$ cat src/rtl/tmds_deserializer.sv
// tmds_deserializer: serial TMDS symbol aligner locking onto control tokens at 10-bit boundaries
module tmds_deserializer #(
  parameter int LOCK_CNT = 4,
  parameter int LOSS_CNT = 3
) (
  input  logic       clk,
  input  logic       rst_n,
  input  logic       serial_in,
  input  logic       resync,
  output logic [9:0] word,
  output logic       word_valid,
  output logic       word_is_ctrl,
  output logic       locked,
  output logic       align_err
);
  localparam int TW = $clog2(LOCK_CNT + 1);
  localparam int MW = $clog2(LOSS_CNT + 1);
  typedef enum logic [1:0] {HUNT, VERIFY, LOCKED} state_t;
  state_t state, state_n;
  logic [9:0] shreg, nxt;
  logic [3:0] bitcnt, bitcnt_n;
  logic [TW-1:0] tcnt, tcnt_n, tinc;
  logic [MW-1:0] mcnt, mcnt_n, minc;
  logic tok_hit, bnd, ld, err_n;
  assign nxt = {serial_in, shreg[9:1]};
  assign tok_hit = nxt inside {10'b1101010100, 10'b0010101011, 10'b0101010100, 10'b1010101011};
  assign bnd = bitcnt == 4'd9;
  assign tinc = (tcnt == TW'(LOCK_CNT)) ? tcnt : tcnt + 1'b1;
  assign minc = (mcnt == MW'(LOSS_CNT)) ? mcnt : mcnt + 1'b1;
  assign locked = state == LOCKED;
  always_comb begin
    state_n = state;
    bitcnt_n = bnd ? 4'd0 : bitcnt + 4'd1;
    tcnt_n = tcnt;
    mcnt_n = mcnt;
    ld = 1'b0;
    err_n = 1'b0;
    case (state)
      HUNT: if (tok_hit) begin
        state_n = VERIFY;
        bitcnt_n = 4'd0;
        tcnt_n = TW'(1);
      end
      VERIFY: if (bnd && tok_hit) begin
        tcnt_n = tinc;
        if (tinc == TW'(LOCK_CNT)) begin
          state_n = LOCKED;
          mcnt_n = '0;
          ld = 1'b1;
        end
      end else if (bnd || tok_hit) begin
        state_n = HUNT;
        tcnt_n = '0;
      end
      LOCKED: if (bnd) begin
        ld = 1'b1;
        mcnt_n = tok_hit ? '0 : mcnt;
      end else if (tok_hit) begin
        err_n = 1'b1;
        mcnt_n = minc;
        if (minc == MW'(LOSS_CNT)) begin
          state_n = HUNT;
          mcnt_n = '0;
          tcnt_n = '0;
        end
      end
      default: state_n = HUNT;
    endcase
    // resync wins over everything, including the edge that would complete lock
    if (resync) begin
      state_n = HUNT;
      bitcnt_n = 4'd0;
      tcnt_n = '0;
      mcnt_n = '0;
      ld = 1'b0;
      err_n = 1'b0;
    end
  end
  always_ff @(posedge clk or negedge rst_n) begin
    if (!rst_n) begin
      state <= HUNT;
      shreg <= '0;
      bitcnt <= '0;
      tcnt <= '0;
      mcnt <= '0;
      word <= '0;
      word_valid <= 1'b0;
      word_is_ctrl <= 1'b0;
      align_err <= 1'b0;
    end else begin
      state <= state_n;
      shreg <= nxt;
      bitcnt <= bitcnt_n;
      tcnt <= tcnt_n;
      mcnt <= mcnt_n;
      word_valid <= ld;
      align_err <= err_n;
      if (ld) begin
        word <= nxt;
        word_is_ctrl <= tok_hit;
      end
    end
  end
endmodule

$ cat config.mk
export PLATFORM = sky130hd
export DESIGN_NAME = tmds_deserializer
export DESIGN_NICKNAME = d
export VERILOG_FILES = /design/src/rtl/tmds_deserializer.sv
export SDC_FILE = /design/constraint.sdc
export NUM_CORES = 1
export LEC_CHECK = 0
export CORE_UTILIZATION = 55
export CTS_CLUSTER_SIZE = 30
export DETAILED_ROUTE_END_ITERATION = 10
export PLACE_DENSITY = 0.78
export RECOVER_POWER = 50
export SYNTH_ARGS = -nofsm -noshare
export SYNTH_HDL_FRONTEND = slang
export SYNTH_SLANG_ARGS = --single-unit
$ cat constraint.sdc
create_clock -name clk -period 2.9 [get_ports clk]
set_clock_uncertainty 0.05 [all_clocks]
set_input_delay 0.87 -clock clk [delete_from_list [all_inputs] [get_ports clk]]
set_output_delay 0.87 -clock clk [all_outputs]
set_load 0.05 [all_outputs]
==> impl_metrics.yaml, run 1 <==
final_layout:
  final_area_sq_um: 1910
  syn2layout_area_growth_pct: 16.8
  fin_util_pct: 68.5
  antenna_cells: 0
  fin_nets: 176
  drive_gt1_share_pct: 16.3
pwr:
  pwr_density_cell_nw_per_um2: 439
  vdd.ir_drop.worst_uv: 453
  report.power.total_w: 0.000837
  p_leak_nw: 0.903
setup_path:
  path_delay_family: "compound AO/OA/AOI/OAI gates"
  crit_fanout: 12
  r2r_slack_ns: 0.39
  critPathSlowestCell: "dfrtp_1"
  crit_arrival_ns: 2.67
  end_kind: "flop"
  crit_cells: 7
  cp.required_ns: 3.06
  timing.rr.start: "tcnt[0]"
  path_class: "reg2reg"
  r2r_cells: 7
  cp-start-kind: "flop"
  cp_cell_sequence: "inv_1 -> ha_1 -> or3b_4 -> a311oi_4 -> o211a_1 -> o21ai_2 -> mux2_4"
  reg2reg_to: "word[1]"
  slowest_delay_ns: 0.47
  crit_buf_inv: 1
worst_hold_path:
  hp-class: "reg2reg"
  min_to: "shreg[4]"
  worstHoldPathCells: 0
  hp-start: "shreg[5]"
run_status:
  status: "completed"
yosys:
  ys_ff_latch: 33
  synthAdderAreaFrac_pct: 5.37
  syn_nets: 153
  synthMuxAreaShare_pct: 9.36
  yosys_most_used_dff: "dfrtp_1"
  synth_top_family_by_area: "simple AND/OR/NAND/NOR gates"
  synth_cells: 142
  synth_edf_count: 0
  synth_xor_area_share_pct: 1.07
  seq_area_frac_synth_pct: 50.6
  synthDistinctLibCells: 42
  synth_warnings: 0
  synthesis.area_sq_um: 1630
  async_flop_share_pct: 100
  synthSimpleGateAreaFrac_pct: 15.0
  synth_compound_area_share_pct: 14.7
  avgSynthCellArea_sq_um: 11.5
route:
  drt-initial-drc-count: 39
  routed_wl_mm: 2.92
  drtAntennaViolNets: 0
  dr.pass1.iters: 4
  route.detailed.drc: 0
  via_count: 1166
  wl_per_cell_um: 14.8
  avgViaCountPerCell: 5.92
grt:
  track_usage_pct: 21.5
  grt_max_degree: 34
  antenna_found_initial: 0
  grt_pass1_wl_mm: 5.29
  grt_overflow: 0
  first_global_vias: 1205
timing:
  setup_viol: 0
  fmax_mhz: 399
  holdWs_ns: 0.362
  rsz0062_at_grt: "false"
  fin_crit_ns: 2.51
  fin_crit_sh_pct: 86.5
  maxSlewViolCount: 0
  hold_viol_final: 0
  fin_setup_tns_ns: 0
  slew_headroom_pct: 47.9
  worst_pin_slew_ns: 0.782
clocking:
  root_buffer: "clkbuf_4"
  cts_made_buffers: 5
  cts_setup_buffers: 0
  cts_htree_levels: 2
  cts_tree: "yes"
  cts_max_path_buffers: 2
  cts_resized: 0
  hold_buffers: 0
  clkLatencyLatePin_ns: 0.33
  clock_sinks: 33
  clk_pin_slew_ns: 0.11
floorplan:
  core.rowCount: 19
  core_area_sq_um: 2780
  die_w_um: 56.5
  floorplan.initialDensity_pct: 58.7
  dieHeight_um: 56.5
  io_pins: 18
  die_area_sq_um: 3190
run:
  maxCapViolCount: 0
placed_design:
  placed_cell_area_sq_um: 1840
  gp_congestion: 0.903
  io_buffers: 17
  hpwlAfterDp_mm: 2.12
==> cells by family after synthesis <==
kind of cell	after synthesis
AND/OR/NAND/NOR	42
XOR/XNOR	2
adder cells (fa/ha/maj)	7
flip-flops	33
multiplexers	11
AO/OA/AOI/OAI	32
buffers and inverters	15
==> per-stage QoR <==
stage,setup slack (ns),cells
finish,0.392,197
global route,0.257,197
CTS,0.385,197
detailed placement,0.300,189
global placement,0.364,189
floorplan,0.513,142
==> routing by layer <==
layer  global-route usage, %  vias up  part of all wire, %
li1                        -      563                    -
met1                    26.3      560                   44
met2                    36.5       40                   49
met3                    6.22        3                  6.0
met4                    6.62        0                 0.55
met5                       0        -                    0
==> cells in the final DEF, fill, tap and decap left out, types with 4 or more instances in the layout <==
cell type,count
o21ai_0,6
ha_1,7
a211oi_1,4
a21oi_1,7
nand2_1,6
mux2_4,8
inv_1,11
dfrtp_1,33
nor2_1,10
clkdlybuf4s50_1,14
nand4_1,4
clkbuf_4,5
==> cells in the mapped netlist, types with 3 or more instances <==
cell	count	share of area, %
ha_1	7	5.4
o21ai_0	6	1.8
a211oi_1	4	1.8
nand2_1	6	1.4
nor3_1	3	0.92
clkbuf_1	3	0.69
nor2_1	10	2.3
inv_1	11	2.5
nand4_1	4	1.5
a21oi_1	7	2.1
dfrtp_1	33	51
mux2_4	8	7.4
==> cell type report <==
type | count | area (sq um)
Fill cell | 209 | 876
Sequential cell | 33 | 826
Multi-Input combinational cell | 94 | 742
Timing Repair Buffer | 20 | 188
Clock buffer | 7 | 65.1
Inverter | 11 | 41.3
Tap cell | 31 | 38.8
Clock inverter | 1 | 5.00
==> how the worst max path moves through the flow <==
stage                       start      end  slack (ns)
after CTS                 tcnt[0]  word[3]        0.38
after floorplan           tcnt[0]  word[0]        0.51
final                     tcnt[0]  word[1]        0.39
after detailed placement   resync  word[4]        0.30
after global routing      tcnt[0]  word[2]        0.26
after global placement     resync  word[6]        0.36
==> registers in the layout, indices dropped and copies added, names as in the netlist, 2 cells and up <==
| register | count |
|---|---|
| mcnt | 2 |
| word | 10 |
| bitcnt | 4 |
| tcnt | 3 |
| shreg | 9 |
| state | 2 |
==> where the power goes <==
part           internal [W]  switching, W
combinational     0.0000243     0.0000377
clock              0.000140      0.000150
sequential         0.000472     0.0000130
total              0.000636      0.000200
(Power assumes the default switching activity.)
==> run 2, diff against run 1 <==
Settings changed: CORE_ASPECT_RATIO from default to 0.5.
==> impl_metrics.yaml, run 2 (synthesized netlist as in run 1, its figures left out) <==
timing:
  fin_crit_sh_pct: 90.9
  fin_setup_tns_ns: 0
  fin_crit_ns: 2.64
  rsz0062_at_grt: "false"
  worst_slack_ns: 0.264
  setup_viol: 0
  slew_headroom_pct: 47.5
  worst_pin_slew_ns: 0.787
  hold_viol_final: 0
  holdWs_ns: 0.377
  fmax_mhz: 379
  maxSlewViolCount: 0
pwr:
  report.power.total_w: 0.000993
  p_leak_nw: 0.920
  pwr_density_cell_nw_per_um2: 507
  vdd.ir_drop.worst_uv: 310
placed_design:
  hpwlAfterDp_mm: 2.11
  dp_worst_setup_slack_ns: 0.314
  gp_congestion: 0.932
  io_buffers: 17
grt:
  antenna_found_initial: 0
  track_usage_pct: 22.0
  grt_pass1_wl_mm: 5.02
  grt_max_degree: 34
  grt_overflow: 0
  first_global_vias: 1085
setup_path:
  slowest_delay_ns: 0.46
  end_kind: "flop"
  critPathSlowestCell: "dfrtp_1"
  cp_cell_sequence: "inv_1 -> ha_1 -> or3b_4 -> a311oi_4 -> o211a_1 -> o21ai_2 -> mux2_4"
  cp.required_ns: 3.02
  path_class: "reg2reg"
  cp-start-kind: "flop"
  crit_arrival_ns: 2.75
  crit_fanout: 12
final_layout:
  largest_reg_flops: 10
  reg_top3: "word (10), shreg (9), bitcnt (4)"
  fin_nets: 176
  regMostFlops: "word"
  final_cell_mix: "dfrtp_1, clkdlybuf4s50_1, inv_1"
  syn2layout_area_growth_pct: 20.1
  antenna_cells: 0
  drive_gt1_share_pct: 15.7
  fin_util_pct: 72.6
  final_common_cell: "dfrtp_1"
route:
  via_count: 1155
  avgViaCountPerCell: 5.69
  routed_wl_mm: 3.11
  wl_per_cell_um: 15.3
  dr.pass1.iters: 4
  drtAntennaViolNets: 0
  drt-initial-drc-count: 76
  route.detailed.drc: 0
clocking:
  clkLatencyLatePin_ns: 0.28
  root_buffer: "clkbuf_8"
  clock_sinks: 33
  cts_resized: 0
  cts_htree_levels: 2
  cts_max_path_buffers: 2
  cts_tree: "yes"
  cts_setup_buffers: 0
  hold_buffers: 0
  clk_pin_slew_ns: 0.07
  cts_made_buffers: 5
run_status:
  status: "completed"
floorplan:
  io_pins: 18
  core.rowCount: 13
  die_area_sq_um: 3200
  dieHeight_um: 40.5
  die_w_um: 79.0
  core_area_sq_um: 2700
  floorplan.initialDensity_pct: 60.4
worst_hold_path:
  hp-class: "reg2reg"
run:
  maxCapViolCount: 0
-- run 2: worst max-delay path, delay by kind of cell, from the launching register on --
kind	cells	cell delay (ns)
AO/OA/AOI/OAI	3	0.84
multiplexers	1	0.37
buffers and inverters	1	0.12
AND/OR/NAND/NOR	1	0.42
flip-flops	1	0.46
adder cells (fa/ha/maj)	1	0.26
-- run 2: path summary, 6_finish.rpt --
path	startpoint	endpoint	slack, ns	depth (start not counted)
max	tcnt[0]	word[5]	0.26	7
min	shreg[5]	shreg[4]	0.38	0
max reg2reg	tcnt[0]	word[5]	0.26	7
min reg2reg	shreg[5]	shreg[4]	0.38	0
max in group asynchronous	rst_n	word[2]	1.16	2
min in group asynchronous	rst_n	word_valid	1.14	2
-- run 2: routing by layer --
layer / track usage [%] / vias up / share of wire (%)
met5: 0 / - / 0
met4: 9.55 / 0 / 0.93
met3: 6.14 / 4 / 4.9
met2: 35.3 / 34 / 43
met1: 28.9 / 555 / 51
li1: - / 562 / -
-- run 2: cell type report --
class | instances | area [sq um]
well taps | 37 | 46.3
clock inverters | 1 | 30.0
clock buffers | 7 | 86.3
flip-flops and latches | 33 | 826
repair buffers | 20 | 188
multi-input cells | 94 | 742
inverters | 11 | 41.3
fillers | 186 | 741
-- run 2: power by group --
group	switching [W]	internal, W	leakage (nW)
Clock	0.000166	0.000280	0.0585
Combinational	0.0000378	0.0000234	0.432
Sequential	0.0000130	0.000472	0.430
Total	0.000217	0.000776	0.920
-- run 2: per-stage QoR --
stage                     instances  cell area, sq um
after detailed placement        195              1850
after floorplan                 142              1630
after CTS                       203              1960
final                           203              1960
after global placement          195              1850
after global routing            203              1960
==> run 3, diff against run 2 <==
Settings changed: CAP_MARGIN from default to 30.
==> results of run 3 <==
Same layout as run 2: the final DEF is identical, and so are final timing and power.
